## src/rtl/spi_master.sv

```systemverilog
// Memory-mapped SPI master: TX/RX byte FIFOs behind a two-register CPU port,
// a four-state shifter driving sck/mosi and sampling miso in all four SPI modes.

module spi_master_fifo #(
  parameter int BITS = 2
) (
  input  logic       clk,
  input  logic       nreset,
  input  logic       push,
  input  logic       pop,
  input  logic [7:0] wdata,
  output logic [7:0] rdata,
  output logic       full,
  output logic       empty
);
  logic [7:0]  mem [2**BITS];
  logic [BITS:0] wptr;
  logic [BITS:0] rptr;

  // Extra pointer MSB distinguishes full from empty when the indices match.
  assign empty = (wptr == rptr);
  assign full  = (wptr[BITS] != rptr[BITS]) && (wptr[BITS-1:0] == rptr[BITS-1:0]);
  assign rdata = mem[rptr[BITS-1:0]];

  always_ff @(posedge clk or negedge nreset) begin
    if (!nreset) begin
      wptr <= '0;
      rptr <= '0;
    end else begin
      if (push && !full)
        wptr <= wptr + (BITS+1)'(1);
      if (pop && !empty)
        rptr <= rptr + (BITS+1)'(1);
    end
  end

  always_ff @(posedge clk) begin
    if (push && !full)
      mem[wptr[BITS-1:0]] <= wdata;
  end
endmodule

// state | meaning
// IDLE  | sck follows cpol; waits for a queued TX byte
// LOAD  | pops TX byte into the shifter, latches cpol/cpha
// SHIFT | 16 sck edges, one every CLOCK_DIV clks
// STORE | pushes the received byte into RX (or flags overrun)
module spi_master #(
  parameter int CLOCK_DIV          = 4,
  parameter int CLOCK_COUNTER_BITS = 3,
  parameter int FIFO_BITS          = 2,
  parameter int NCS_COUNT          = 2
) (
  input  logic                 clk,
  input  logic                 nreset,
  input  logic                 addr,
  input  logic                 nwr,
  input  logic                 nrd,
  input  logic [7:0]           data_in,
  output logic [7:0]           data_out,
  output logic                 sck,
  output logic                 mosi,
  input  logic                 miso,
  output logic [NCS_COUNT-1:0] ncs,
  output logic                 busy
);
  typedef enum logic [1:0] {IDLE, LOAD, SHIFT, STORE} state_t;

  localparam logic [CLOCK_COUNTER_BITS-1:0] DIV_LOAD = CLOCK_COUNTER_BITS'(CLOCK_DIV - 1);

  state_t state, state_nxt;

  logic nwr_q, nwr_qq, nrd_q, nrd_qq, rd_addr;
  logic wr_evt, rd_evt;
  logic tx_push, tx_pop, rx_push, rx_pop, ctrl_wr;
  logic tx_full, tx_empty, rx_full, rx_empty;
  logic [7:0] tx_rdata, rx_rdata;

  logic cpol, cpha, overrun;
  logic [NCS_COUNT-1:0] ncs_r;

  logic [7:0] shreg;
  logic rx_bit, cpol_l, cpha_l, sck_r, mosi_r;
  logic [CLOCK_COUNTER_BITS-1:0] div_cnt;
  logic [4:0] edge_cnt;
  logic sck_edge, last_edge;

  // Strobes are levels; act once per access (write on fall, read pop on release).
  always_ff @(posedge clk or negedge nreset) begin
    if (!nreset) begin
      nwr_q   <= 1'b1;
      nwr_qq  <= 1'b1;
      nrd_q   <= 1'b1;
      nrd_qq  <= 1'b1;
      rd_addr <= 1'b0;
    end else begin
      nwr_q  <= nwr;
      nwr_qq <= nwr_q;
      nrd_q  <= nrd;
      nrd_qq <= nrd_q;
      if (!nrd_q)
        rd_addr <= addr;
    end
  end

  assign wr_evt  = nwr_qq & ~nwr_q;
  assign rd_evt  = ~nrd_qq & nrd_q;
  assign tx_push = wr_evt & ~addr;
  assign ctrl_wr = wr_evt & addr;
  assign rx_pop  = rd_evt & ~rd_addr;

  spi_master_fifo #(.BITS(FIFO_BITS)) u_tx_fifo (
    .clk   (clk),
    .nreset(nreset),
    .push  (tx_push),
    .pop   (tx_pop),
    .wdata (data_in),
    .rdata (tx_rdata),
    .full  (tx_full),
    .empty (tx_empty)
  );

  spi_master_fifo #(.BITS(FIFO_BITS)) u_rx_fifo (
    .clk   (clk),
    .nreset(nreset),
    .push  (rx_push),
    .pop   (rx_pop),
    .wdata (shreg),
    .rdata (rx_rdata),
    .full  (rx_full),
    .empty (rx_empty)
  );

  always_ff @(posedge clk or negedge nreset) begin
    if (!nreset) begin
      cpol    <= 1'b0;
      cpha    <= 1'b0;
      overrun <= 1'b0;
      ncs_r   <= '1;
    end else begin
      if (ctrl_wr) begin
        cpol  <= data_in[0];
        cpha  <= data_in[1];
        ncs_r <= data_in[NCS_COUNT+1:2];
        if (data_in[7])
          overrun <= 1'b0;
      end
      if (rx_push && rx_full)
        overrun <= 1'b1;
    end
  end

  assign sck_edge  = (state == SHIFT) && (div_cnt == '0);
  assign last_edge = sck_edge && (edge_cnt == 5'd15);

  always_ff @(posedge clk or negedge nreset) begin
    if (!nreset)
      state <= IDLE;
    else
      state <= state_nxt;
  end

  always_comb begin
    state_nxt = state;
    case (state)
      IDLE:    if (!tx_empty) state_nxt = LOAD;
      LOAD:    state_nxt = SHIFT;
      SHIFT:   if (last_edge) state_nxt = STORE;
      STORE:   state_nxt = IDLE;
      default: state_nxt = IDLE;
    endcase
  end

  always_comb begin
    tx_pop  = (state == LOAD);
    rx_push = (state == STORE);
    busy    = (state != IDLE) || !tx_empty;
  end

  always_ff @(posedge clk or negedge nreset) begin
    if (!nreset) begin
      shreg    <= '0;
      rx_bit   <= 1'b0;
      cpol_l   <= 1'b0;
      cpha_l   <= 1'b0;
      sck_r    <= 1'b0;
      mosi_r   <= 1'b0;
      div_cnt  <= '0;
      edge_cnt <= '0;
    end else begin
      case (state)
        IDLE: sck_r <= cpol;
        LOAD: begin
          shreg    <= tx_rdata;
          cpol_l   <= cpol;
          cpha_l   <= cpha;
          sck_r    <= cpol;
          edge_cnt <= '0;
          div_cnt  <= DIV_LOAD;
          if (!cpha)
            mosi_r <= tx_rdata[7];
        end
        SHIFT: begin
          if (sck_edge) begin
            div_cnt  <= DIV_LOAD;
            sck_r    <= ~sck_r;
            edge_cnt <= edge_cnt + 5'd1;
            // Even edge count = leading edge of the bit cell.
            if (!edge_cnt[0]) begin
              if (cpha_l)
                mosi_r <= shreg[7];
              else
                rx_bit <= miso;
            end else if (cpha_l) begin
              shreg <= {shreg[6:0], miso};
            end else begin
              shreg  <= {shreg[6:0], rx_bit};
              mosi_r <= shreg[6];
            end
          end else begin
            div_cnt <= div_cnt - 1'b1;
          end
        end
        default: ;
      endcase
    end
  end

  assign sck  = sck_r;
  assign mosi = mosi_r;
  assign ncs  = ncs_r;

  assign data_out = addr ? {2'b00, cpha, cpol, overrun, busy, rx_empty, tx_full} : rx_rdata;
endmodule
```

## config.mk

```make
export PLATFORM = sky130hd
export DESIGN_NAME = spi_master
export DESIGN_NICKNAME = d
export VERILOG_FILES = /design/src/rtl/spi_master.sv
export SDC_FILE = /design/constraint.sdc
export NUM_CORES = 1
export LEC_CHECK = 0
export ABC_CLOCK_PERIOD_IN_PS = 3620
export BUFFER_PORTS_ARGS = -buffer_cell sky130_fd_sc_hd__buf_2
export CAP_MARGIN = 15
export CORE_UTILIZATION = 65
export DETAILED_ROUTE_END_ITERATION = 8
export PLACE_DENSITY_LB_ADDON = 0.25
export SKIP_CTS_REPAIR_TIMING = 1
export SLEW_MARGIN = 10
export SYNTH_ARGS = -nofsm -noshare
export SYNTH_HDL_FRONTEND = slang
export SYNTH_SLANG_ARGS = --single-unit
```

## constraint.sdc

```tcl
create_clock -name clk -period 3.62 [get_ports clk]
set_input_delay 0.724 -clock clk [delete_from_list [all_inputs] [get_ports clk]]
set_output_delay 0.724 -clock clk [all_outputs]
set_load 0.1 [all_outputs]
```

==> reports/qor.yml <==
status: "finished clean"
crit_arrival_ns: 2.31
ys_seq_area_share_pct: 63.2
antenna_cells: 0
root_buffer: "clkbuf_8"
netlist_instances: 319
fmax_mhz: 330
drt_iter0_markers: 148
use_met2_pct: 39.9
clock_path_buffers: 2
min_path_type: "reg2reg"
wire_per_inst_um: 18.4
syn_to_final_growth_pct: 8.01
period_share_pct: 83.8
drive_above_1_share_pct: 22.2
syn-mean-instance-area_sq_um: 15.0
async_flop_share_pct: 40.7
dpl.cell_count: 432
yosys-top-cells-area: "edfxtp_1, dfrtp_1, ha_1"
dieArea_sq_um: 7730
clk_pin_slew_ns: 0.10
gr-usage-met1_pct: 30.3
synth_enable_flop_cells: 64
cts_tree: "done"
row_count: 30
fill_cells: 428
critPathLaunch: "u_tx_fifo.rptr[0]$_DFFE_PN0P_"
vdd_drop_max_mv: 0.365
synth_flop_cell: "edfxtp_1"
vias: 2590
post-route-min-period_ns: 3.03
cts_buffers: 9
crit_path_max_fanout: 12
leakage_nw: 2.06
cts_htree_levels: 3
finalHoldViolations: 0
synth_area_sq_um: 4800
die_x_um: 87.9
antenna_left: 0
grt_remaining_overflow: 0
clock_sinks: 108
start_util_pct: 69.1
synth.distinct_cells: 40
drcViolationCount: 0
fin_util_pct: 74.6
fin_cells: 448
critPathKind: "reg2out"
via_per_inst: 5.78
busiest_layer: "met2"
die_h_um: 87.9
yosys-top-cells-count: "edfxtp_1, dfrtp_1, nand2_1"
numPortBuffers: 26
drv_cap: 0
finalSetupTns_ns: 0
cp.required_ns: 2.90
rsz0062_at_grt: "no"
grt_pass1_vias: 2512
drt-total-wl_um: 8240
grt_max_degree: 45
holdWs_ns: 0.384
worstHoldStart: "nrd_q$_DFF_PN1_"
finalSetupViolCount: 0
powerDensity_nw_per_um2: 459
yosysTopAreaCellShare_pct: 40.1
maxSlewHeadroom_pct: 27.0
r2r-start: "state[0]$_DFFE_PN0P_"
yosysMostFrequentCell: "edfxtp_1"
grt_pass1_wl_um: 12800
ys_seq_elements: 108
nets: 380
firstDrtPassIters: 4
synth-warning-count: 0
core_area_sq_um: 6940
place_hpwl_um: 5770
ioPinCount: 27
synth_nets: 352
drv_slew: 0
worst_pin_slew_ns: 1.09
clk_latency_ns: 0.37
yosysTopAreaCell: "edfxtp_1"
finalClockSkew_ns: 0.0140
grtUsageMet3_pct: 6.97
cp-start-kind: "flip-flop"
grt_util_all_layers_pct: 23.8
gp_congestion: 0.765
antenna_found_initial: 0
end_kind: "output pin"
[path summary, 6_finish.rpt]
path                                                  to  slack, ns  depth (start not counted)
max reg2reg                         shreg[0]$_DFFE_PN0P_       1.26                          4
max                                          data_out[2]       0.59                          4
max in group asynchronous           shreg[7]$_DFFE_PN0P_       2.45                          1
min reg2reg                             nrd_qq$_DFF_PN1_       0.38                          0
min in group asynchronous  u_rx_fifo.wptr[2]$_DFFE_PN0P_       0.52                          1
min                                     nrd_qq$_DFF_PN1_       0.38                          0
[cell usage in the layout, fill, tap and decap left out, types with 2 or more instances in the layout]
cell / count
edfxtp_1: 64
dfrtp_1: 38
nand2_1: 28
buf_2: 26
ha_1: 19
inv_1: 18
a21oi_1: 14
o21ai_0: 13
xnor2_1: 12
nor2_1: 12
mux2i_1: 11
mux2_2: 10
clkbuf_8: 10
mux4_2: 9
and2_1: 8
mux4_1: 6
dfstp_2: 6
xor2_1: 5
nand3_1: 5
nand2b_1: 4
a31oi_4: 2
and2_4: 2
o31ai_1: 2
or2_2: 2
nor3_1: 2
a31oi_2: 2
a22o_1: 2
clkinv_1: 2
[power by group]
part           switching [mW]  internal, mW
combinational           0.178        0.0705
clock                   0.387         0.338
sequential             0.0445          1.36
total                   0.610          1.77
[flip-flops by register name, summed over array words and instances (netlist names), 2 cells and up]
signal and flops:
u_tx_fifo.wptr 3, edge_cnt 5, state 2, div_cnt 3
u_rx_fifo.rptr 3, u_tx_fifo.rptr 3, shreg 8, u_rx_fifo.wptr 3
u_tx_fifo.mem 32, u_rx_fifo.mem 32, ncs 2
[worst max-delay path: stages (launching register included)]
cell and delay (ns):
dfrtp_1 0.59, xnor2_1 0.46, nand4_1 0.27, mux2_2 0.34, buf_2 0.29
[routing by layer]
| layer | vias up | routed length, um |
|---|---|---|
| met3 | 12 | 307 |
| met5 | - | 0 |
| met2 | 62 | 4160 |
| met1 | 1298 | 3660 |
| met4 | 0 | 109 |
| li1 | 1218 | - |
[kinds of logic (layout without fill, tap and decap cells)]
kind of cell / Yosys count / count (layout) / synth area share [%]
flops: 108 / 108 / 63.2
fa+ha+maj: 19 / 19 / 4.96
buf+inv: 27 / 60 / 2.90
xor+xnor: 17 / 17 / 3.10
compound gates: 40 / 40 / 6.03
simple gates: 71 / 71 / 7.36
mux: 37 / 37 / 12.5
[per-stage QoR]
stage / instance area, sq um / total power [mW] / setup slack (ns)
CTS: 5180 / 2.40 / 0.561
finish: 5180 / 2.38 / 0.585
floorplan: 4800 / 1.61 / 0.195
global route: 5180 / 2.47 / 0.427
detailed placement: 4980 / 1.68 / 0.990
global placement: 4980 / 1.67 / 1.00
[area by class of cell]
cell class | instances | area, sq um | share of cell area [%]
multi-input cells | 184 | 1630 | 31.5
flip-flops and latches | 108 | 3030 | 58.5
repair buffers | 26 | 130 | 2.51
clock inverters | 6 | 62.6 | 1.21
inverters | 18 | 67.6 | 1.30
clock buffers | 10 | 138 | 2.66
well taps | 96 | 120 | 2.32
Power figures use the tool's default switching activity.
